--- config.mk ---
export PLATFORM = sky130hd
export DESIGN_NAME = match_detector
export DESIGN_NICKNAME = d
export VERILOG_FILES = /design/src/rtl/match_detector.sv
export SDC_FILE = /design/constraint.sdc
export NUM_CORES = 1
export LEC_CHECK = 0
export ABC_CLOCK_PERIOD_IN_PS = 3000
export BUFFER_PORTS_ARGS = -buffer_cell sky130_fd_sc_hd__buf_2
export CORE_MARGIN = 2
export CORE_UTILIZATION = 40
export DETAILED_ROUTE_END_ITERATION = 16
export PLACE_DENSITY_LB_ADDON = 0.2
export SLEW_MARGIN = 20
export SYNTH_ARGS = -nofsm -noshare
export SYNTH_HDL_FRONTEND = slang
export SYNTH_SLANG_ARGS = --single-unit
export TNS_END_PERCENT = 5
--- constraint.sdc ---
create_clock -name clk -period 3 [get_ports clk]
set_clock_uncertainty 0.15 [all_clocks]
set_input_delay 0.6 -clock clk [delete_from_list [all_inputs] [get_ports clk]]
set_output_delay 0.6 -clock clk [all_outputs]
set_load 0.02 [all_outputs]
--- src/rtl/match_detector.sv ---
// ----------------------------------------------------------------------------
// match_detector
//   Streaming pattern detector that feeds controller_fsm. Symbols arrive over a
//   valid/ready handshake and slide into a PAT_LEN-symbol window. Every time
//   the window equals PATTERN, match_flag pulses for one cycle. The scan ends
//   (halt_signal high) when HALT_SYM is accepted or when match_count reaches
//   MAX_MATCH. A start pulse clears everything and begins a new scan.
//
// Ports
//   clk          rising-edge clock
//   reset_n      asynchronous reset, active-low
//   start        1-cycle pulse: clear and begin a scan (ignored while scanning)
//   sym_valid    sym_data holds a symbol
//   sym_data     input symbol, SYM_W bits
//   sym_ready    detector accepts a symbol this cycle (high only in SCAN)
//   match_flag   registered 1-cycle pulse per detected match
//   halt_signal  level: scan finished, held until the next start
//   match_count  matches found in the current scan, saturating at MAX_MATCH
//   busy         high while scanning
// ----------------------------------------------------------------------------
module match_detector #(
    parameter int                         SYM_W     = 8,
    parameter int                         PAT_LEN   = 4,
    parameter logic [SYM_W*PAT_LEN-1:0]   PATTERN   = 32'h41424344,
    parameter logic [SYM_W-1:0]           HALT_SYM  = 8'h00,
    parameter int                         MAX_MATCH = 255
) (
    input  logic             clk,
    input  logic             reset_n,
    input  logic             start,
    input  logic             sym_valid,
    input  logic [SYM_W-1:0] sym_data,
    output logic             sym_ready,
    output logic             match_flag,
    output logic             halt_signal,
    output logic [7:0]       match_count,
    output logic             busy
);

    localparam int               WIN_W    = SYM_W * PAT_LEN;
    localparam int               FILL_W   = $clog2(PAT_LEN + 1);
    localparam logic [FILL_W-1:0] FILL_MAX = FILL_W'(PAT_LEN);
    localparam logic [7:0]       MAX_C    = 8'(MAX_MATCH);

    typedef enum logic [1:0] {
        IDLE = 2'b00,
        SCAN = 2'b01,
        HALT = 2'b10
    } state_t;

    state_t             state, state_next;
    logic [WIN_W-1:0]   window;
    logic [WIN_W-1:0]   window_next;
    logic [FILL_W-1:0]  fill;
    logic [FILL_W-1:0]  fill_next;
    logic               accept;
    logic               is_halt_sym;
    logic               shift_en;
    logic               hit;
    logic               at_limit;
    logic               enter_scan;

    // Fill count saturates at PAT_LEN: once the window is full it stays "full".
    function automatic logic [FILL_W-1:0] fill_inc(input logic [FILL_W-1:0] v);
        return (v == FILL_MAX) ? v : v + FILL_W'(1);
    endfunction

    // Match counter never wraps past MAX_MATCH.
    function automatic logic [7:0] count_inc(input logic [7:0] v);
        return (v == MAX_C) ? v : v + 8'd1;
    endfunction

    // ---- handshake / window evaluation (combinational) ----
    always_comb begin
        accept      = sym_valid && sym_ready;
        is_halt_sym = (sym_data == HALT_SYM);
        shift_en    = accept && !is_halt_sym;
        window_next = {window[WIN_W-SYM_W-1:0], sym_data};
        fill_next   = fill_inc(fill);
        // The match is judged on the window as it will be after this symbol
        // shifts in; the fill guard keeps stale zeros from ever matching.
        hit         = shift_en && (fill_next >= FILL_MAX) && (window_next == PATTERN);
        at_limit    = hit && (count_inc(match_count) == MAX_C);
        enter_scan  = start && (state != SCAN);
    end

    // ---- FSM state register ----
    always_ff @(posedge clk or negedge reset_n) begin
        if (!reset_n) begin
            state <= IDLE;
        end else begin
            state <= state_next;
        end
    end

    // ---- FSM next-state logic ----
    always_comb begin
        state_next = state;
        case (state)
            IDLE: if (start) state_next = SCAN;
            SCAN: if ((accept && is_halt_sym) || at_limit) state_next = HALT;
            HALT: if (start) state_next = SCAN;
            default: state_next = IDLE;
        endcase
    end

    // ---- FSM outputs ----
    always_comb begin
        sym_ready   = (state == SCAN);
        busy        = (state == SCAN);
        halt_signal = (state == HALT);
    end

    // ---- window, fill count, match counter and match pulse registers ----
    always_ff @(posedge clk or negedge reset_n) begin
        if (!reset_n) begin
            window      <= '0;
            fill        <= '0;
            match_count <= 8'd0;
            match_flag  <= 1'b0;
        end else begin
            match_flag <= hit;
            if (enter_scan) begin
                window      <= '0;
                fill        <= '0;
                match_count <= 8'd0;
            end else if (shift_en) begin
                window <= window_next;
                fill   <= fill_next;
                if (hit) begin
                    match_count <= count_inc(match_count);
                end
            end
        end
    end

endmodule

Word level (Yosys, flattened, before mapping)
Index checks and enable logic that the tools add are counted.
{"block": "op_classes", "add_sub_neg": 2, "n_lt_le_gt_ge": 1, "n_eq_ne": 9, "n_mux": 12, "reduce_logical": 16}
{"operator": "24-bit 2-to-1 mux", "count": 2}
{"operator": "32-bit by 31-bit equality test with 1-bit output (second input constant)", "count": 1}
{"operator": "8-bit 2-to-1 mux", "count": 4}
{"operator": "8-bit equality test (second input constant)", "count": 2}
{"operator": "3-bit 2-to-1 mux", "count": 3}
{"operator": "8-bit by 1-bit adder with 8-bit output (second input constant)", "count": 1}
{"operator": "8-bit logical NOT", "count": 1}
{"operator": "1-bit logical AND", "count": 7}
{"operator": "2-bit by 1-bit != test with 1-bit output (second input constant)", "count": 3}
{"operator": "2-bit 2-to-1 mux", "count": 2}
{"operator": "2-bit case mux with 2 select lines", "count": 1}
{"operator": "2-bit AND reduction", "count": 2}
{"operator": "2-bit nonzero test", "count": 2}
{"operator": "3-bit by 1-bit adder with 3-bit output (second input constant)", "count": 1}
{"operator": "3-bit equality test (second input constant)", "count": 1}
{"operator": "3-bit greater-or-equal comparator (second input constant)", "count": 1}
{"operator": "2-bit by 1-bit equality test with 1-bit output (second input constant)", "count": 1}
{"operator": "2-bit equality test (second input constant)", "count": 1}
{"operator": "2-bit logical NOT", "count": 1}
{"operator": "2-bit OR reduction", "count": 1}
{"operator": "1-bit logical NOT", "count": 1}
{"operator": "1-bit logical OR", "count": 1}
{"block": "word_totals", "regBits": 38, "inputBits": 12, "out_inout_bits": 12, "word_cells": 45}

Logic depth before layout (Yosys ltp)
Gate-level depths: netlist of the first run.
{"block": "logic_depth", "word_depth": 9, "ltp_mapped": 8, "ltp_nobuf": 7}

Least setup slack after synthesis of the first run
OpenSTA, ideal clock, no wires.
{"block": "synth_path", "kind": "input to register", "start": "in sym_data[3]", "end": "reg match_count[7]", "setup_time_ns": 0.087, "arrival_ns": 2.115, "required_ns": 2.763, "setup_slack_ns": 0.648, "cell_stages": 6, "cell_sequence": "or4_4 -> nand4b_4 -> nor4_4 -> buf_6 -> a21oi_2 -> a211oi_2"}
{"block": "synth_via", "elab_chain_cells": 7, "word_cells_on_any_way": 9}
{"element": "from (decl)", "line_no": "32", "rtl": "input logic [SYM_W-1:0] sym_data,"}
{"element": "8-bit logical NOT", "line_no": "76", "rtl": "is_halt_sym = (sym_data == HALT_SYM);"}
{"element": "1-bit logical NOT", "line_no": "77", "rtl": "shift_en = accept && !is_halt_sym;"}
{"element": "1-bit logical AND", "line_no": "77"}
{"element": "1-bit logical AND", "line_no": "82", "rtl": "hit = shift_en && (fill_next >= FILL_MAX) && (window_next == PATTERN);"}
{"element": "1-bit logical AND (*)", "line_no": "82"}
{"element": "via hit", "line_no": "59", "rtl": "logic hit;"}
{"element": "2-bit nonzero test (no source line) (*)"}
{"element": "2-bit AND reduction (no source line) (*)"}
{"element": "to (signal assigned)", "line_no": "131", "rtl": "match_count <= count_inc(match_count);"}
{"element": "to (decl)", "line_no": "36", "rtl": "output logic [7:0] match_count,"}
The timed path passes the listed nets; every way through them passes the cells marked *.
A chain may end at the register's enable or synchronous reset.

Final worst setup path of the first run
{"block": "layout_path", "start": "reg match_count[0]", "end": "reg state[1]"}
{"block": "layout_via", "elab_chain_cells": 7, "word_cells_on_any_way": 8}
{"element": "8-bit by 1-bit adder with 8-bit output or 8-bit equality test (tied branches)", "line_no": "70", "rtl": "return (v == MAX_C) ? v : v + 8'd1;"}
{"element": "8-bit 2-to-1 mux (*)"}
{"element": "8-bit equality test (*)", "line_no": "83", "rtl": "at_limit = hit && (count_inc(match_count) == MAX_C);"}
{"element": "1-bit logical AND (*)", "line_no": "83"}
{"element": "1-bit logical OR (*)", "line_no": "101", "rtl": "SCAN: if ((accept && is_halt_sym) || at_limit) state_next = HALT;"}
{"element": "2-bit by 1-bit != test with 1-bit output (no source line) (*)"}
{"element": "2-bit AND reduction (no source line) (*)"}
{"element": "to (signal assigned)", "line_no": "92", "rtl": "state <= state_next;"}
{"element": "to (decl)", "line_no": "51", "rtl": "state_t state, state_next;"}
Mark *: on every way between the ends. The rest lies on a longest branch, timed or not.

==> results.toml, run 1 <==
[yosys]
async_reset_ff_frac = 1.00
yosysMostFrequentCell = "nand2_1"
synth_edf_count = 0
ys_ff_latch = 38
synth_nets = 231
ys_types = 45
synthTopCellsByCount = "48 x nand2_1, 38 x dfrtp_1, 25 x nand3_1"
seq_area_frac_synth = 0.465
syn_avg_cell_area_um2 = 9.47
netlist.area_leader.share = 0.465
synth_warnings = 0
synth.area.top_cells = "dfrtp_1 47%, nand2_1 8.8%, nand3_1 6.1%"
synthCells = 216
synth_largest_area_cell = "dfrtp_1"
syn_area_um2 = 2040
synth_top_flop_cell = "dfrtp_1"

[place]
hpwl_um = 3120
gp_congestion = 0.858
place_inst = 301
port_buffers = 23

[timing]
worst_pin_slew_ns = 0.850
setup_viol = 0
grt_setup_unrepaired = "false"
relSlewSlack = 0.434
hold_viol_final = 0
drv_slew = 0
final.setup.tns_ns = 0
post-route-period-util = 0.853
timing.fmax_ghz = 0.391
period_needed_ns = 2.56

[cts]
cts_sinks = 38
cts_tree = "yes"
cts.repair.resized = 0
clkTransAtPathRegs_ns = 0.07
cts_made_buffers = 5
cts_setup_buffers = 0
clock_latency_ns = 0.29
cts_hold_buf = 0
root_buffer = "clkbuf_8"
cts_max_path_buffers = 2
htree_levels = 2

[worst_setup_path]
ff2ff_setup_slack_ns = 0.44
worst_ep_arrival_time_ns = 2.64
cp_cell_sequence = "ha_1 > and4_1 > nand2b_1 > mux2i_1 > nor4b_1 > a31o_2"
cp_slowest_cell = "nor4b_1"
end_kind = "flip-flop"
worst-setup-path-type = "flip-flop to flip-flop"
slowest_delay_ns = 0.57
cp_data_required_time_ns = 3.08
crit_path_end = "state[1]"
cp-startpoint = "match_count[0]"
r2r_end = "state[1]"
cp_max_fo = 8
timing.rr.start = "match_count[0]"
rr_worst_depth = 6
worst_setup_path_start_kind = "flip-flop"

[final_layout]
diodes = 0
layout.nets = 253
fin_cells = 308
drive_gt1_frac = 0.235
area_delta_synth_final_pct = 13.8

[power]
swShare = 0.258
p_leak_uw = 0.00112
p_int_uw = 921
seq_power_share = 0.500
combPwrFrac = 0.147
p_sw_uw = 320
powerDensity_nw_per_um2 = 534
p_clk_frac = 0.353
ir_drop_v = 0.000226

[die]
core_um2 = 5010
die_h_um = 75.5
initial_utilization = 0.408
die_area_um2 = 5700
dieWidth_um = 75.5
rows = 26
io_pins = 24

[flow_run]
drv_cap = 0

[global_routing]
grt_max_degree = 39
antenna_found_initial = 0
grt_pass1_wl_um = 7460
grt_usage = 0.177
grt_pass1_vias = 1499
grt.overflow.total = 0

[drt]
drc = 0
drtIter0Drc = 108
via_per_inst = 5.30
ant_nets = 0
drt-pass1-iter-count = 4
vias = 1632
wl_um = 4510
wl_per_cell_um = 14.6

[outcome]
status = "finished clean"

[min_path]
hold_class = "input port to asynchronous set/reset pin"
-- metal layers --
| layer | GRT usage | wire length (um) | part of all wire | vias to the layer above |
|---|---|---|---|---|
| li1 | - | - | - | 807 |
| met1 | 0.266 | 2300 | 0.51 | 786 |
| met2 | 0.241 | 1960 | 0.43 | 31 |
| met3 | 0.0410 | 136 | 0.030 | 8 |
| met4 | 0.0780 | 108 | 0.024 | 0 |
| met5 | 0 | 0 | 0 | - |
-- registers in the layout, indices dropped and copies added (netlist names) --
signal,cells
fill,3
match_flag,1
state,2
window,24
match_count,8
-- cell type report --
type                            instances  area [um^2]
Fill cell                             532         2680
Multi-Input combinational cell        160         1000
Sequential cell                        38          951
Timing Repair Buffer                   28          153
Tap cell                               70         87.6
Clock buffer                            6         82.6
Clock inverter                          1         30.0
Inverter                                5         18.8
-- power by group through the flow --
stage	Combinational [uW]	Clock, uW	Sequential [uW]
floorplan	138	0	616
global placement	182	0	628
detailed placement	184	0	630
CTS	186	452	620
global route	211	468	630
finish	182	439	621
-- worst max-delay path: cells and delay by family, from the launching register on --
kind	cells	cell delay (ns)
and+or+nand+nor	3	1.10
adders and majority gates	1	0.35
DFF	1	0.48
AOI/OAI and AO/OA	1	0.25
muxes	1	0.18
-- layout by cell type, fill, tap and decap left out, types with 2 or more instances in the layout --
cell type	instances
nand2_1	48
dfrtp_1	38
nand3_1	25
buf_2	23
nor2_1	13
mux2i_1	7
a21oi_1	7
clkbuf_8	6
inv_1	5
buf_4	5
nor4b_1	4
nor3_1	4
and4b_1	3
ha_1	3
nor2b_1	2
and2_2	2
nor4_1	2
and4bb_2	2
nand4_1	2
or4_4	2
nand3b_1	2
or2_2	2
nor4_4	2
o21ba_2	2
nand2b_1	2
xnor2_1	2
a31oi_1	2
o21ai_0	2
a21oi_2	2
and4_2	2
a32o_1	2
-- how the worst min path moves through the flow --
stage	from	to	cells past startpoint
2_1_floorplan	reset_n	fill[0]	0
3_3_place_gp	window[13]	window[21]	2
3_5_place_dp	window[12]	window[20]	2
4_1_cts	reset_n	state[0]	1
5_1_grt	reset_n	fill[0]	1
6_report	reset_n	fill[0]	1
-- per-stage QoR --
step	hold WS, ns	util	power (uW)	area (um^2)	setup WS [ns]
final	0.272	0.464	1240	2330	0.442
after global routing	0.339	0.464	1310	2330	0.298
after CTS	0.293	0.464	1260	2330	0.524
after detailed placement	0.323	0.442	815	2210	0.372
after global placement	0.319	0.442	810	2210	0.413
after floorplan	0.154	-	754	2040	0.648
-- logic make-up after synthesis --
logic type | Yosys count | share of synthesized area
buffers and inverters | 18 | 0.0441
adders and majority gates | 3 | 0.0184
and+or+nand+nor | 122 | 0.333
muxes | 7 | 0.0343
DFF | 38 | 0.465
xor gates and xnor gates | 2 | 0.00857
AOI/OAI and AO/OA | 26 | 0.0967
Note: power is estimated with default switching activity, not from simulation.
==> run 2, diff against run 1 <==
==> constraint.sdc (replaced) <==
create_clock -name clk -period 3 [get_ports clk]
set_clock_uncertainty 0.15 [all_clocks]
set_input_delay 0.3 -clock clk [delete_from_list [all_inputs] [get_ports clk]]
set_output_delay 0.3 -clock clk [all_outputs]
set_load 0.02 [all_outputs]
==> run 2 against run 1 <==
Against the previous run:
- the flow now finishes with violations (negative hold slack)
- core utilization down 0.15 points
- sequential cell count unchanged
- sequential power about the same
- cell count down 0.32%
- combinational power about the same
- largest cell class unchanged
- non-clock buffer count down 1
- clock power down 0.9%
==> results.toml, run 2 (synthesis gave the netlist of run 1 again) <==
[outcome]
status = "finished, violations left"
violations = "negative hold slack"

[worst_setup_path]
cp_max_fo = 8
worst-setup-path-type = "flip-flop to flip-flop"
end_kind = "flip-flop"
worst_ep_arrival_time_ns = 2.50
cp_data_required_time_ns = 3.07
worst_setup_path_start_kind = "flip-flop"

[global_routing]
grt_pass1_wl_um = 7380
antenna_found_initial = 0
grt.overflow.total = 0
grt_max_degree = 39
grt_pass1_vias = 1469
grt_usage = 0.174

[drt]
ant_nets = 0
drtIter0Drc = 96
drc = 0
vias = 1635
drt-pass1-iter-count = 4
wl_um = 4510
wl_per_cell_um = 14.7
via_per_inst = 5.33

[cts]
cts_sinks = 38
cts.repair.resized = 0
cts_setup_buffers = 0
clkTransAtPathRegs_ns = 0.07
cts_max_path_buffers = 2
clock_latency_ns = 0.28
htree_levels = 2
cts_hold_buf = 0
cts_tree = "yes"
cts_made_buffers = 5
root_buffer = "clkbuf_8"

[die]
initial_utilization = 0.408
rows = 26
core_um2 = 5010
io_pins = 24
die_area_um2 = 5700
dieWidth_um = 75.5
die_h_um = 75.5

[final_layout]
final_common_cell = "nand2_1"
largest_register_ffs = 24
reg_top3 = "window (24), match_count (8), fill (3)"
drive_gt1_frac = 0.232
regMostFlops = "window"
layout_common_cells = "48 x nand2_1, 38 x dfrtp_1, 25 x nand3_1"
post-route-util = 0.463
diodes = 0
area_delta_synth_final_pct = 13.4
layout.nets = 252

[timing]
timing.fmax_ghz = 0.412
grt_setup_unrepaired = "false"
post-route-period-util = 0.809
relSlewSlack = 0.404
setup_viol = 0
holdWs_ns = -0.0153
final.setup.tns_ns = 0
drv_slew = 0
hold_viol_final = 18
worst_pin_slew_ns = 0.894
period_needed_ns = 2.43

[power]
p_sw_uw = 317
swShare = 0.256
p_leak_uw = 0.00112
power_uw = 1240
ir_drop_v = 0.000269
p_int_uw = 922
powerDensity_nw_per_um2 = 534
p_clk_frac = 0.351
seq_power_share = 0.501
combPwrFrac = 0.148

[flow_run]
drv_cap = 0

[place]
gp_congestion = 0.830
hpwl_um = 3090
port_buffers = 23

[min_path]
hold_class = "input port to asynchronous set/reset pin"
==> run 2: cell count changes in the layout (fill, tap and decap cells not counted) <==
| cell | delta |
|---|---|
| buf_4 | -1 |
==> run 2: layout make-up <==
| cell class | instances | area, um^2 |
|---|---|---|
| fill | 503 | 2690 |
| tap | 70 | 87.6 |
| timing repair buffer | 27 | 145 |
| clock buffer | 6 | 82.6 |
| inverter | 5 | 18.8 |
| multi-input combinational | 160 | 1000 |
| clock inverter | 1 | 30.0 |
| sequential | 38 | 951 |
==> run 2: final timing paths <==
path	from	to	slack (ns)	cells past startpoint
worst max register to register	match_count[0]	state[1]	0.57	6
min in group clk	sym_data[1]	window[1]	0.07	3
worst min-delay path	reset_n	match_flag	-0.02	1
max in group asynchronous	reset_n	window[18]	2.15	1
worst max-delay path	match_count[0]	state[1]	0.57	6
worst min register to register	window[18]	window[18]	0.34	2
==> run 2: through the flow <==
step | instance area (um^2) | setup WS (ns) | instances
6_report | 2320 | 0.573 | 307
5_1_grt | 2320 | 0.420 | 307
4_1_cts | 2320 | 0.596 | 307
3_5_place_dp | 2210 | 0.514 | 300
3_3_place_gp | 2210 | 0.601 | 300
2_1_floorplan | 2040 | 0.827 | 216
==> run 2: critical path, stage by stage, from the launching register on <==
cell,delay (ns)
dfrtp_1,0.46
ha_1,0.33
and4_1,0.30
nand2b_1,0.21
mux2i_1,0.17
nor4b_1,0.52
a31o_2,0.24
==> run 2: power groups by stage <==
stage	sequential, uW	combinational, uW	clock (uW)
6_report	620	183	435
5_1_grt	629	213	464
4_1_cts	619	185	445
3_5_place_dp	629	182	0
3_3_place_gp	628	181	0
2_1_floorplan	616	138	0
==> run 2: metal layers <==
layer	wire, um	global-route usage
met5	0	0
met3	169	0.0317
met1	2360	0.275
met2	1940	0.236
met4	42	0.0604
==> run 3, diff against run 2 <==
--- a/config.mk
+++ b/config.mk
@@ -5,7 +5,7 @@
 export SDC_FILE = /design/constraint.sdc
 export NUM_CORES = 1
 export LEC_CHECK = 0
-export ABC_CLOCK_PERIOD_IN_PS = 3000
+export ABC_CLOCK_PERIOD_IN_PS = 2200
 export BUFFER_PORTS_ARGS = -buffer_cell sky130_fd_sc_hd__buf_2
 export CORE_MARGIN = 2
 export CORE_UTILIZATION = 40
==> constraint.sdc (replaced) <==
create_clock -name clk -period 2.2 [get_ports clk]
set_clock_uncertainty 0.15 [all_clocks]
set_input_delay 0.22 -clock clk [delete_from_list [all_inputs] [get_ports clk]]
set_output_delay 0.22 -clock clk [all_outputs]
set_load 0.02 [all_outputs]
==> run 3 against run 2 <==
Against the previous run:
- the flow now finishes without violations
- sequential share of layout area down 3.8 points
- maximum frequency rose by 14%
- count of clock-buffer cells in the layout is the same
- global-route usage grew 1.9 points
- non-clock buffer count rose by 28
- cell count rose by 9.1%
- first-iteration DRC count shrank 9.4%
- sequential power grew 36%
- register-to-register slack lost 0.51 ns
- critical path type unchanged
- largest cell class unchanged
- largest power group unchanged
- highest routed layer unchanged
==> results.toml, run 3 (synthesis gave the netlist of run 1 again) <==
[outcome]
status = "finished clean"

[timing]
drv_slew = 0
timing.fmax_ghz = 0.468
worst_pin_slew_ns = 0.609
hold_viol_final = 0
period_needed_ns = 2.14
final.setup.tns_ns = 0
grt_setup_unrepaired = "false"
post-route-period-util = 0.971
relSlewSlack = 0.594
setup_viol = 0
holdWs_ns = 0.00466

[final_layout]
drive_gt1_frac = 0.309
reg_top3 = "window (24), match_count (8), fill (3)"
diodes = 0
fill_cells = 500
fin_cells = 335
final_common_cell = "nand2_1"
multiInputGateArea_um2 = 1010
regMostFlops = "window"
layout.nets = 280
post-route-util = 0.510
stdcell_area_um2 = 2560
layout_common_cells = "48 x nand2_1, 38 x dfrtp_1, 28 x buf_4"
seq_area_um2 = 951
area_delta_synth_final_pct = 25.0
largest_register_ffs = 24

[global_routing]
met1_usage = 0.288
grt_max_degree = 27
grt_use_met2 = 0.280
antenna_found_initial = 0
gr-max-usage-layer = "met1"
met3_usage = 0.0317
grt_pass1_wl_um = 8100
grt.overflow.total = 0
grt_pass1_vias = 1640
grt_usage = 0.193

[place]
gp_congestion = 0.854
place_inst = 325
placed_area_um2 = 2390
port_buffers = 23
hpwl_um = 3590

[flow_run]
drv_cap = 0

[worst_setup_path]
end_kind = "flip-flop"
slowest_delay_ns = 0.41
cp_max_fo = 3
cp-startpoint = "window[10]"
worst-setup-path-type = "flip-flop to flip-flop"
cp_cell_sequence = "nor4_2 > nand4_1 > buf_4 > nor4_4 > buf_4 > and4b_1 > nor3_1"
timing.rr.start = "window[10]"
cp_slowest_cell = "dfrtp_1"
cp_data_required_time_ns = 2.23
worst_setup_path_start_kind = "flip-flop"
crit_path_frequent_cell = "buf_4"
worst_ep_arrival_time_ns = 2.17

[power]
p_leak_uw = 0.00126
ir_drop_v = 0.000324
powerDensity_nw_per_um2 = 677

[drt]
wl_per_cell_um = 14.9
vias = 1783
drtIter0Drc = 87
drt-pass1-iter-count = 4
ant_nets = 0
via_per_inst = 5.32
drc = 0
wl_um = 5000

[cts]
cts_tree = "yes"
cts_sinks = 38
htree_levels = 2
root_buffer = "clkbuf_8"
clock_latency_ns = 0.29
cts_max_path_buffers = 2
cts_made_buffers = 5
clkTransAtPathRegs_ns = 0.08

[die]
dieWidth_um = 75.5
die_h_um = 75.5
core_um2 = 5010
die_area_um2 = 5700
initial_utilization = 0.408
io_pins = 24
rows = 26

[min_path]
hp-start = "sym_data[7]"
hold_class = "input port to flip-flop"
[run 3: what timing repair did]
action	4_1_cts	5_1_grt
gates resized for setup	0	2
hold buffers	2	0
endpoints found under the setup margin	0	5
setup buffers	0	1
hold endpoints to repair	25	0
[run 3: critical path: cells and delay by family (launching register included)]
kind                   cells  cell delay [ns]
buffers and inverters      2             0.37
flip-flops                 1             0.41
AND/OR/NAND/NOR            5             1.10
[run 3: cell type report]
cell class                      count  area share
Sequential cell                    38       0.372
Tap cell                           70      0.0343
Clock inverter                      1      0.0117
Timing Repair Buffer               55       0.147
Inverter                            5     0.00734
Clock buffer                        6      0.0323
Multi-Input combinational cell    160       0.395
[run 3: worst paths after layout]
| check | cells after the start | slack, ns | to |
|---|---|---|---|
| worst max-delay path | 7 | 0.06 | match_count[6] |
| worst min-delay path | 3 | 0.005 | window[7] |
| worst max register to register | 7 | 0.06 | match_count[6] |
| worst min register to register | 2 | 0.34 | window[21] |
| max in group asynchronous | 3 | 1.01 | state[0] |
| min in group asynchronous | 2 | 0.32 | match_count[6] |
[run 3: power breakdown]
part	switching, uW	internal, uW
clock network	245	363
registers	60.4	786
logic	150	127
total	456	1280
[run 3: routing by layer]
layer,up-vias,wire (um)
met5,-,0
met4,0,74
met3,7,158
met2,29,2290
met1,890,2470
li1,857,-
[run 3: through the flow]
step / power [uW] / setup slack [ns]
global placement: 1120 / 0.0317
finish: 1730 / 0.0642
global route: 1820 / 0.00495
detailed placement: 1130 / -0.0218
CTS: 1740 / 0.0216
floorplan: 1030 / 0.0274
